==> config.mk <==
export PLATFORM = sky130hd
export DESIGN_NAME = lfsr_gen
export DESIGN_NICKNAME = d
export VERILOG_FILES = /design/src/rtl/lfsr_gen_pkg.sv /design/src/rtl/lfsr_gen_tick_div.sv /design/src/rtl/lfsr_gen.sv
export SDC_FILE = /design/constraint.sdc
export NUM_CORES = 1
export LEC_CHECK = 0
export ABC_AREA = 1
export CAP_MARGIN = 20
export CORE_ASPECT_RATIO = 1.25
export CORE_MARGIN = 2
export CORE_UTILIZATION = 37
export CTS_CLUSTER_SIZE = 8
export DETAILED_ROUTE_END_ITERATION = 16
export SETUP_SLACK_MARGIN = 0.3
export SYNTH_ARGS = -nofsm -noshare
export SYNTH_HDL_FRONTEND = slang
export SYNTH_SLANG_ARGS = --single-unit
export TNS_END_PERCENT = 30
==> constraint.sdc <==
create_clock -name clk -period 3.1 [get_ports clk]
set_input_delay 0.31 -clock clk [delete_from_list [all_inputs] [get_ports clk]]
set_output_delay 0.31 -clock clk [all_outputs]
set_load 0.05 [all_outputs]
==> src/rtl/lfsr_gen_pkg.sv <==
// Shared definitions for the LFSR pattern generator: maximal feedback masks
// for every supported register length and the 6-bit demo defaults.
package lfsr_pkg;

  localparam int          LFSR_MIN_WIDTH = 2;
  localparam int          LFSR_MAX_WIDTH = 32;
  localparam logic [5:0]  LFSR_DEMO_TAPS = 6'b100001;
  localparam int          LFSR_CNT_W     = 32;

  // Masks come from primitive trinomials/pentanomials; bit i selects state[i].
  // Width 6 returns the demo mask so the default build matches the LED board.
  function automatic logic [31:0] lfsr_taps(input int width);
    logic [31:0] mask;
    case (width)
      2:  mask = 32'h0000_0003;
      3:  mask = 32'h0000_0006;
      4:  mask = 32'h0000_000C;
      5:  mask = 32'h0000_0014;
      6:  mask = 32'(LFSR_DEMO_TAPS);
      7:  mask = 32'h0000_0060;
      8:  mask = 32'h0000_00B8;
      9:  mask = 32'h0000_0110;
      10: mask = 32'h0000_0240;
      11: mask = 32'h0000_0500;
      12: mask = 32'h0000_0829;
      13: mask = 32'h0000_100D;
      14: mask = 32'h0000_2015;
      15: mask = 32'h0000_6000;
      16: mask = 32'h0000_D008;
      17: mask = 32'h0001_2000;
      18: mask = 32'h0002_0400;
      19: mask = 32'h0004_0023;
      20: mask = 32'h0009_0000;
      21: mask = 32'h0014_0000;
      22: mask = 32'h0030_0000;
      23: mask = 32'h0042_0000;
      24: mask = 32'h00E1_0000;
      25: mask = 32'h0120_0000;
      26: mask = 32'h0200_0023;
      27: mask = 32'h0400_0013;
      28: mask = 32'h0900_0000;
      29: mask = 32'h1400_0000;
      30: mask = 32'h2000_0029;
      31: mask = 32'h4800_0000;
      32: mask = 32'h8020_0003;
      default: mask = 32'h0000_0000;
    endcase
    return mask;
  endfunction

endpackage

==> src/rtl/lfsr_gen_tick_div.sv <==
// Prescaler clock-enable: emits a one-cycle tick every DIV enabled cycles,
// holding its count while en is low. clr restarts the count from zero.
module tick_div
  import lfsr_pkg::*;
#(
  parameter int DIV = 1
) (
  input  logic clk,
  input  logic rst,
  input  logic en,
  input  logic clr,
  output logic tick
);

  localparam int CW = (DIV > 1) ? $clog2(DIV) : 1;
  localparam logic [CW-1:0] LAST = CW'(DIV - 1);

  logic [CW-1:0] div_cnt_q;
  logic [CW-1:0] div_cnt_d;

  assign tick = en && (div_cnt_q == LAST);

  always_comb begin
    div_cnt_d = div_cnt_q;
    if (clr) begin
      div_cnt_d = '0;
    end else if (en) begin
      div_cnt_d = (div_cnt_q == LAST) ? '0 : div_cnt_q + 1'b1;
    end
  end

  always_ff @(posedge clk or posedge rst) begin
    if (rst) begin
      div_cnt_q <= '0;
    end else begin
      div_cnt_q <= div_cnt_d;
    end
  end

endmodule

==> src/rtl/lfsr_gen.sv <==
// Fibonacci LFSR pattern generator with seed load, all-zero recovery and
// measurement of the step count between successive reference-seed hits.
module lfsr_gen
  import lfsr_pkg::*;
#(
  parameter int               WIDTH = 6,
  parameter logic [WIDTH-1:0] TAPS  = WIDTH'(lfsr_taps(WIDTH)),
  parameter logic [WIDTH-1:0] SEED  = {WIDTH{1'b1}},
  parameter int               DIV   = 1
) (
  input  logic                  clk,
  input  logic                  rst,
  input  logic                  en,
  input  logic                  load,
  input  logic [WIDTH-1:0]      load_val,
  output logic [WIDTH-1:0]      state,
  output logic                  step,
  output logic                  wrap,
  output logic [LFSR_CNT_W-1:0] period,
  output logic                  lockup
);

  logic                  tick;

  logic [WIDTH-1:0]      state_q,  state_d;
  logic [WIDTH-1:0]      ref_q,    ref_d;
  logic [LFSR_CNT_W-1:0] cnt_q,    cnt_d;
  logic [LFSR_CNT_W-1:0] period_q, period_d;
  logic                  step_q,   step_d;
  logic                  wrap_q,   wrap_d;
  logic                  lockup_q, lockup_d;

  logic                  fb;
  logic [WIDTH-1:0]      shifted;
  logic [WIDTH-1:0]      load_eff;
  logic [LFSR_CNT_W-1:0] cnt_inc;

  // The prescaler restarts on load so the first step lands DIV enabled cycles later.
  tick_div #(
    .DIV (DIV)
  ) u_tick_div (
    .clk  (clk),
    .rst  (rst),
    .en   (en),
    .clr  (load),
    .tick (tick)
  );

  assign fb       = ^(state_q & TAPS);
  assign shifted  = {state_q[WIDTH-2:0], fb};
  assign load_eff = (load_val == '0) ? SEED : load_val;
  assign cnt_inc  = (cnt_q == '1) ? cnt_q : cnt_q + 1'b1;

  always_comb begin
    state_d  = state_q;
    ref_d    = ref_q;
    cnt_d    = cnt_q;
    period_d = period_q;
    lockup_d = lockup_q;
    step_d   = 1'b0;
    wrap_d   = 1'b0;

    if (load) begin
      state_d  = load_eff;
      ref_d    = load_eff;
      cnt_d    = '0;
      lockup_d = (load_val == '0);
    end else if (tick) begin
      step_d = 1'b1;
      if (state_q == '0) begin
        // Only a corrupted register gets here; reseed rather than stall forever.
        state_d  = SEED;
        lockup_d = 1'b1;
      end else begin
        state_d = shifted;
        if (shifted == ref_q) begin
          wrap_d   = 1'b1;
          period_d = cnt_inc;
          cnt_d    = '0;
        end else begin
          cnt_d = cnt_inc;
        end
      end
    end
  end

  always_ff @(posedge clk or posedge rst) begin
    if (rst) begin
      state_q  <= SEED;
      ref_q    <= SEED;
      cnt_q    <= '0;
      period_q <= '0;
      step_q   <= 1'b0;
      wrap_q   <= 1'b0;
      lockup_q <= 1'b0;
    end else begin
      state_q  <= state_d;
      ref_q    <= ref_d;
      cnt_q    <= cnt_d;
      period_q <= period_d;
      step_q   <= step_d;
      wrap_q   <= wrap_d;
      lockup_q <= lockup_d;
    end
  end

  assign state  = state_q;
  assign step   = step_q;
  assign wrap   = wrap_q;
  assign period = period_q;
  assign lockup = lockup_q;

endmodule

### Word-level counts from Yosys, hierarchy flattened

Cells that the tools add are included.

* add/subtract/negate cells: 2
* $mul: 0
* div/mod/pow operators: 0
* $lt $le $gt $ge: 0
* equality and inequality tests: 3
* shifts and indexed selects: 0
* multiplexer cells: 21
* bitwise gates (word level): 3
* reduce and logical (&&, ||, !) cells: 10

Operator list (count)
* 32-bit two-way mux: 5
* 32-bit by 1-bit adder with 32-bit output, second input constant: 1
* 32-bit == test, second input constant: 1
* 6-bit two-way mux: 4
* 6-bit logical NOT: 2
* 1-bit two-way mux: 12
* 6-bit == test: 1
* 2-bit nonzero test: 3
* 6-bit parity: 1
* 2-bit AND reduction: 2
* 4-bit AND reduction: 1
* 1-bit NOT: 3
* 2-bit != test, second input constant: 1
* 1-bit adder, second input constant: 1
* 1-bit logical AND: 1

* bits in registers: 80
* bits in latches: 0
* bits in writable memories: 0
* memory bits (read-only): 0
* input bits: 10
* output and inout port bits: 41
* word-level logic and storage cells: 47
* memories: 0

### Depth between registers and ports, before layout

* word-level depth: 6
* depth in mapped cells: 11
* depth with buffers taken out: 10

### Modules after synthesis

Synthesis repeated with hierarchy kept, for this count alone.

* cells, all modules: 634
* area total of the unflattened synthesis: 4519.3 um^2

Modules (own cells, without submodules)
* lfsr_gen: instances 1, cells each 633, area an instance 4511.8 um^2, sequential area each 1991.9 um^2
* tick_div: instances 1, cells each 1, area an instance 7.5 um^2, sequential area each 0.0 um^2

### Least setup slack after synthesis

Ideal clock, no wire load.

* kind: register -> register
* start: register state_q[0], in the netlist state[0]
* end: register period_q[17], in the netlist period[17]
* setup time: 118 ps
* data arrival time: 1557 ps
* required time: 2982 ps
* path slack: 1425 ps
* stages on the path, launching flop included: 9
* buffers on the path: 1
* period minus slack after synthesis: 1675 ps
* cell sequence: dfstp_2 nor2_1 nand4_2 nand2_1 inv_2 nand4_2 buf_2 nand2_1 nand2_1

* word-level cells in the longest chain between the ends: 3
* elaborated cells on any way between the ends: 5
* classes of those cells: eq/ne: 1; bitwise: 1; reduce/logical: 3

RTL lines
* start, declared: line lfsr_gen.sv:25 `logic [WIDTH-1:0] state_q, state_d;`
* start signal, assigned: line lfsr_gen.sv:97 `state_q <= state_d;`
* 6-bit parity / 6-bit logical NOT (equally long branches): line lfsr_gen.sv:49, lfsr_gen.sv:70
* 6-bit == test / 1-bit NOT (equally long branches)
* 4-bit AND reduction (no source line) *
* end signal, assigned: line lfsr_gen.sv:100 `period_q <= period_d;`
* end, declared: line lfsr_gen.sv:28 `logic [LFSR_CNT_W-1:0] period_q, period_d;`

Mark *: on every way between the ends. The rest lies on a longest branch, timed or not.
A chain may end at the register's enable or synchronous reset.

### Worst setup path in the final report

* start: register cnt_q[0]
* end: register period_q[0], in the netlist period[0]

* word-level cells in the longest chain between the ends: 2
* elaborated cells on any way between the ends: 3
* classes of those cells: add/sub: 1; eq/ne: 1; mux: 1

RTL lines
* start, declared: line lfsr_gen.sv:27 `logic [LFSR_CNT_W-1:0] cnt_q, cnt_d;`
* start signal, assigned: line lfsr_gen.sv:99 `cnt_q <= cnt_d;`
* 32-bit by 1-bit adder with 32-bit output / 32-bit == test (equally long branches): line lfsr_gen.sv:52 `assign cnt_inc = (cnt_q == '1) ? cnt_q : cnt_q + 1'b1;`
* 32-bit two-way mux *: line lfsr_gen.sv:52

Marked as above.

==> out/results.ini <==
[sta]
fmax_mhz = 446
setup_tns_ns = 0
slew_headroom_pct = 54.3
period_share_pct = 72.3
slew_viol_final = 0
rsz0062_at_grt = false
final-hold-violation-count = 0
tightest_slew_ns = 0.685
finalSetupViolCount = 0
min_period_ns = 2.24
skew_ns = 0.00960

[clock_network]
clk_latency_ns = 0.34
root_buffer = clkbuf_16
numCtsBuffers = 9
tritoncts = yes
cts_sinks = 79
cts.repair.resized = 0
postCtsSetupBuffers = 0
clockBufferDepth = 2
hold_buffers = 0
path_clk_slew_ns = 0.06
htree_levels = 3

[yosys]
avgSynthCellArea_um2 = 7.13
ys_ff_latch = 79
synth_nets = 634
synthesis.area_um2 = 4440
ys_warn_count = 0
ys_seq_area_share_pct = 44.8
synth_cells = 623
yosys.cell_types.count = 27

[power_and_ir_drop]
p_switching_uw = 595
powerDensity_nw_per_um2 = 426
ir_drop_uv = 210
p_clk_share_pct = 41.3
internal_power_mw = 1.68
power_frac_comb_pct = 10.4
sw_frac_of_total_pct = 26.1
power_frac_seq_pct = 48.3
leakage_nw = 2.72
p_total_mw = 2.28

[worst_setup_path]
worstSetupStartpointType = flop
crit_path_top_delay_cell = dfrtp_1
path_class = reg -> reg
crit_fanout = 32
ff2ff_path_depth = 10
arrival_ns = 2.47
worstReg2RegStart = cnt_q[0]
path_common_cell = nand2_1
r2r_slack_ns = 0.86
crit_family = simple AND/OR/NAND/NOR gates
cpPeakStageDelay_ns = 0.51
critical_path.cell_chain = ha_1, nand3_2, inv_2, nand2_4, nor2_4, nand2_4, nand2_1, nand2_1, nand2_1, nand2_1
worst_setup_path_end_kind = flop
r2r_end = period[0]
worst-path-buf-inv = 1
critPathRequiredTime_ns = 3.32

[die]
fp.dieH_um = 127
fp-row-count = 44
core_area_um2 = 11700
die_w_um = 102
top_level_ports = 51
start_util_pct = 38.1
die_area_um2 = 12900

[layout]
synthToLayoutAreaGrowth_pct = 20.2
nets = 683
diodes = 0
fin_area_um2 = 5340
drive_gt1_share_pct = 11.5

[global_route]
grt_max_degree = 43
grt.total_usage_pct = 18.5
overflow = 0
grt_pass1_vias = 3934
grt_pass1_wl_um = 18900
antenna_found_initial = 0

[outcome]
outcome = complete, no violations

[drt]
drtIter0Drc = 225
drc_errors = 0
wire_per_inst_um = 13.5
dr.pass1.iters = 4
antenna_left = 0
wl_um = 11300
avgViaCountPerCell = 4.63
vias = 3881

[place]
io_buffers = 50
hpwl_um = 8400
place_area_um2 = 5080
gp_congestion = 0.924

[run]
drv_cap = 0

[worst_hold_path]
min_path_type = in -> async

through the flow:
| stage | setup slack, ns | cells | hold WS [ns] | utilization, % |
|---|---|---|---|---|
| finish | 0.859 | 838 | 0.373 | 45.8 |
| global placement | 0.715 | 822 | 0.456 | 43.6 |
| global route | 0.667 | 838 | 0.428 | 45.8 |
| detailed placement | 0.618 | 822 | 0.459 | 43.6 |
| floorplan | 0.786 | 623 | 0.403 | - |
| CTS | 0.816 | 838 | 0.400 | 45.8 |
registers in the layout (all words and copies together) (netlist names):
name,cells
cnt_q,32
period,32
ref_q,6
state,6
lockup,1
step,1
wrap,1
routing by layer:
| layer | vias to the layer above | wire (µm) | share of wire, % | GRT usage [%] |
|---|---|---|---|---|
| li1 | 2015 | - | - | - |
| met1 | 1793 | 5080 | 45 | 23.1 |
| met2 | 61 | 5700 | 51 | 31.9 |
| met3 | 12 | 311 | 2.8 | 3.14 |
| met4 | 0 | 200 | 1.8 | 6.75 |
| met5 | - | 0 | 0 | 0 |
power groups by stage:
stage	Sequential, mW	Clock [mW]	Combinational, mW
after detailed placement	1.12	0	0.239
final	1.10	0.940	0.236
after global routing	1.11	1.01	0.260
after CTS	1.10	0.961	0.240
after global placement	1.12	0	0.237
after floorplan	1.17	0	0.102
synthesized netlist by cell type:
master | number | area share, %
a21oi_2 | 1 | 0.20
a22oi_1 | 1 | 0.17
buf_2 | 9 | 1.0
buf_4 | 3 | 0.51
buf_6 | 3 | 0.76
clkbuf_1 | 1 | 0.084
dfrtp_1 | 67 | 38
dfstp_2 | 12 | 7.1
ha_1 | 1 | 0.28
inv_1 | 41 | 3.5
inv_2 | 5 | 0.42
nand2_1 | 326 | 28
nand2_2 | 1 | 0.14
nand2_4 | 2 | 0.51
nand3_1 | 24 | 2.7
nand3_2 | 28 | 6.3
nand4_2 | 2 | 0.56
nor2_1 | 55 | 4.6
nor2_2 | 3 | 0.42
nor2_4 | 2 | 0.51
nor4_2 | 1 | 0.28
o21ai_0 | 23 | 2.6
o21ai_1 | 1 | 0.11
or2_1 | 1 | 0.14
or2_2 | 3 | 0.42
xnor2_1 | 1 | 0.20
xor2_1 | 6 | 1.2
worst reg2reg max path, delay by kind of cell, from the launching register on:
family | cells | cell delay (ns)
fa+ha+maj | 1 | 0.34
buf+inv | 1 | 0.13
flops | 1 | 0.51
simple gates | 8 | 1.16
layout by cell type, fill, tap and decap left out, types with 2 or more instances in the layout:
| cell | netlist | layout |
|---|---|---|
| inv_1 | 41 | 40 |
| xor2_1 | 6 | 6 |
| nor2_1 | 55 | 55 |
| nand2_1 | 326 | 326 |
| nor2_4 | 2 | 2 |
| clkinv_2 | 0 | 4 |
| nand3_1 | 24 | 24 |
| dfstp_2 | 12 | 12 |
| clkdlybuf4s50_1 | 0 | 50 |
| clkbuf_1 | 1 | 3 |
| inv_2 | 5 | 5 |
| or2_2 | 3 | 3 |
| nand4_2 | 2 | 2 |
| dfrtp_1 | 67 | 67 |
| clkbuf_16 | 0 | 9 |
| nand2_4 | 2 | 2 |
| nor2_2 | 3 | 3 |
| nand3_2 | 28 | 28 |
| buf_4 | 3 | 3 |
| o21ai_0 | 23 | 23 |
kinds of logic after synthesis:
logic type	Yosys count	share of synthesized area, %
DFF	79	44.8
and+or+nand+nor	448	44.2
xor gates and xnor gates	7	1.38
adders and majority gates	1	0.282
AOI/OAI and AO/OA	26	3.07
buffers and inverters	62	6.25
worst max path at each step:
stage,from,endpoint,slack (ns),cells after the start
6_report,cnt_q[0],period[0],0.86,10
5_1_grt,cnt_q[0],cnt_q[0],0.67,10
4_1_cts,cnt_q[0],period[0],0.82,10
3_5_place_dp,load,period[30],0.62,8
3_3_place_gp,load,period[3],0.72,8
2_1_floorplan,rst,cnt_q[0],0.79,1
layout make-up:
cell class                      count  area [µm²]
Sequential cell                    79        1990
Tap cell                          161         201
Fill cell                        1248        6330
Clock buffer                       12         236
Clock inverter                      4        22.5
Multi-Input combinational cell    482        2170
Inverter                           46         174
Timing Repair Buffer               54         543
Note: power is estimated with default switching activity, not from simulation.
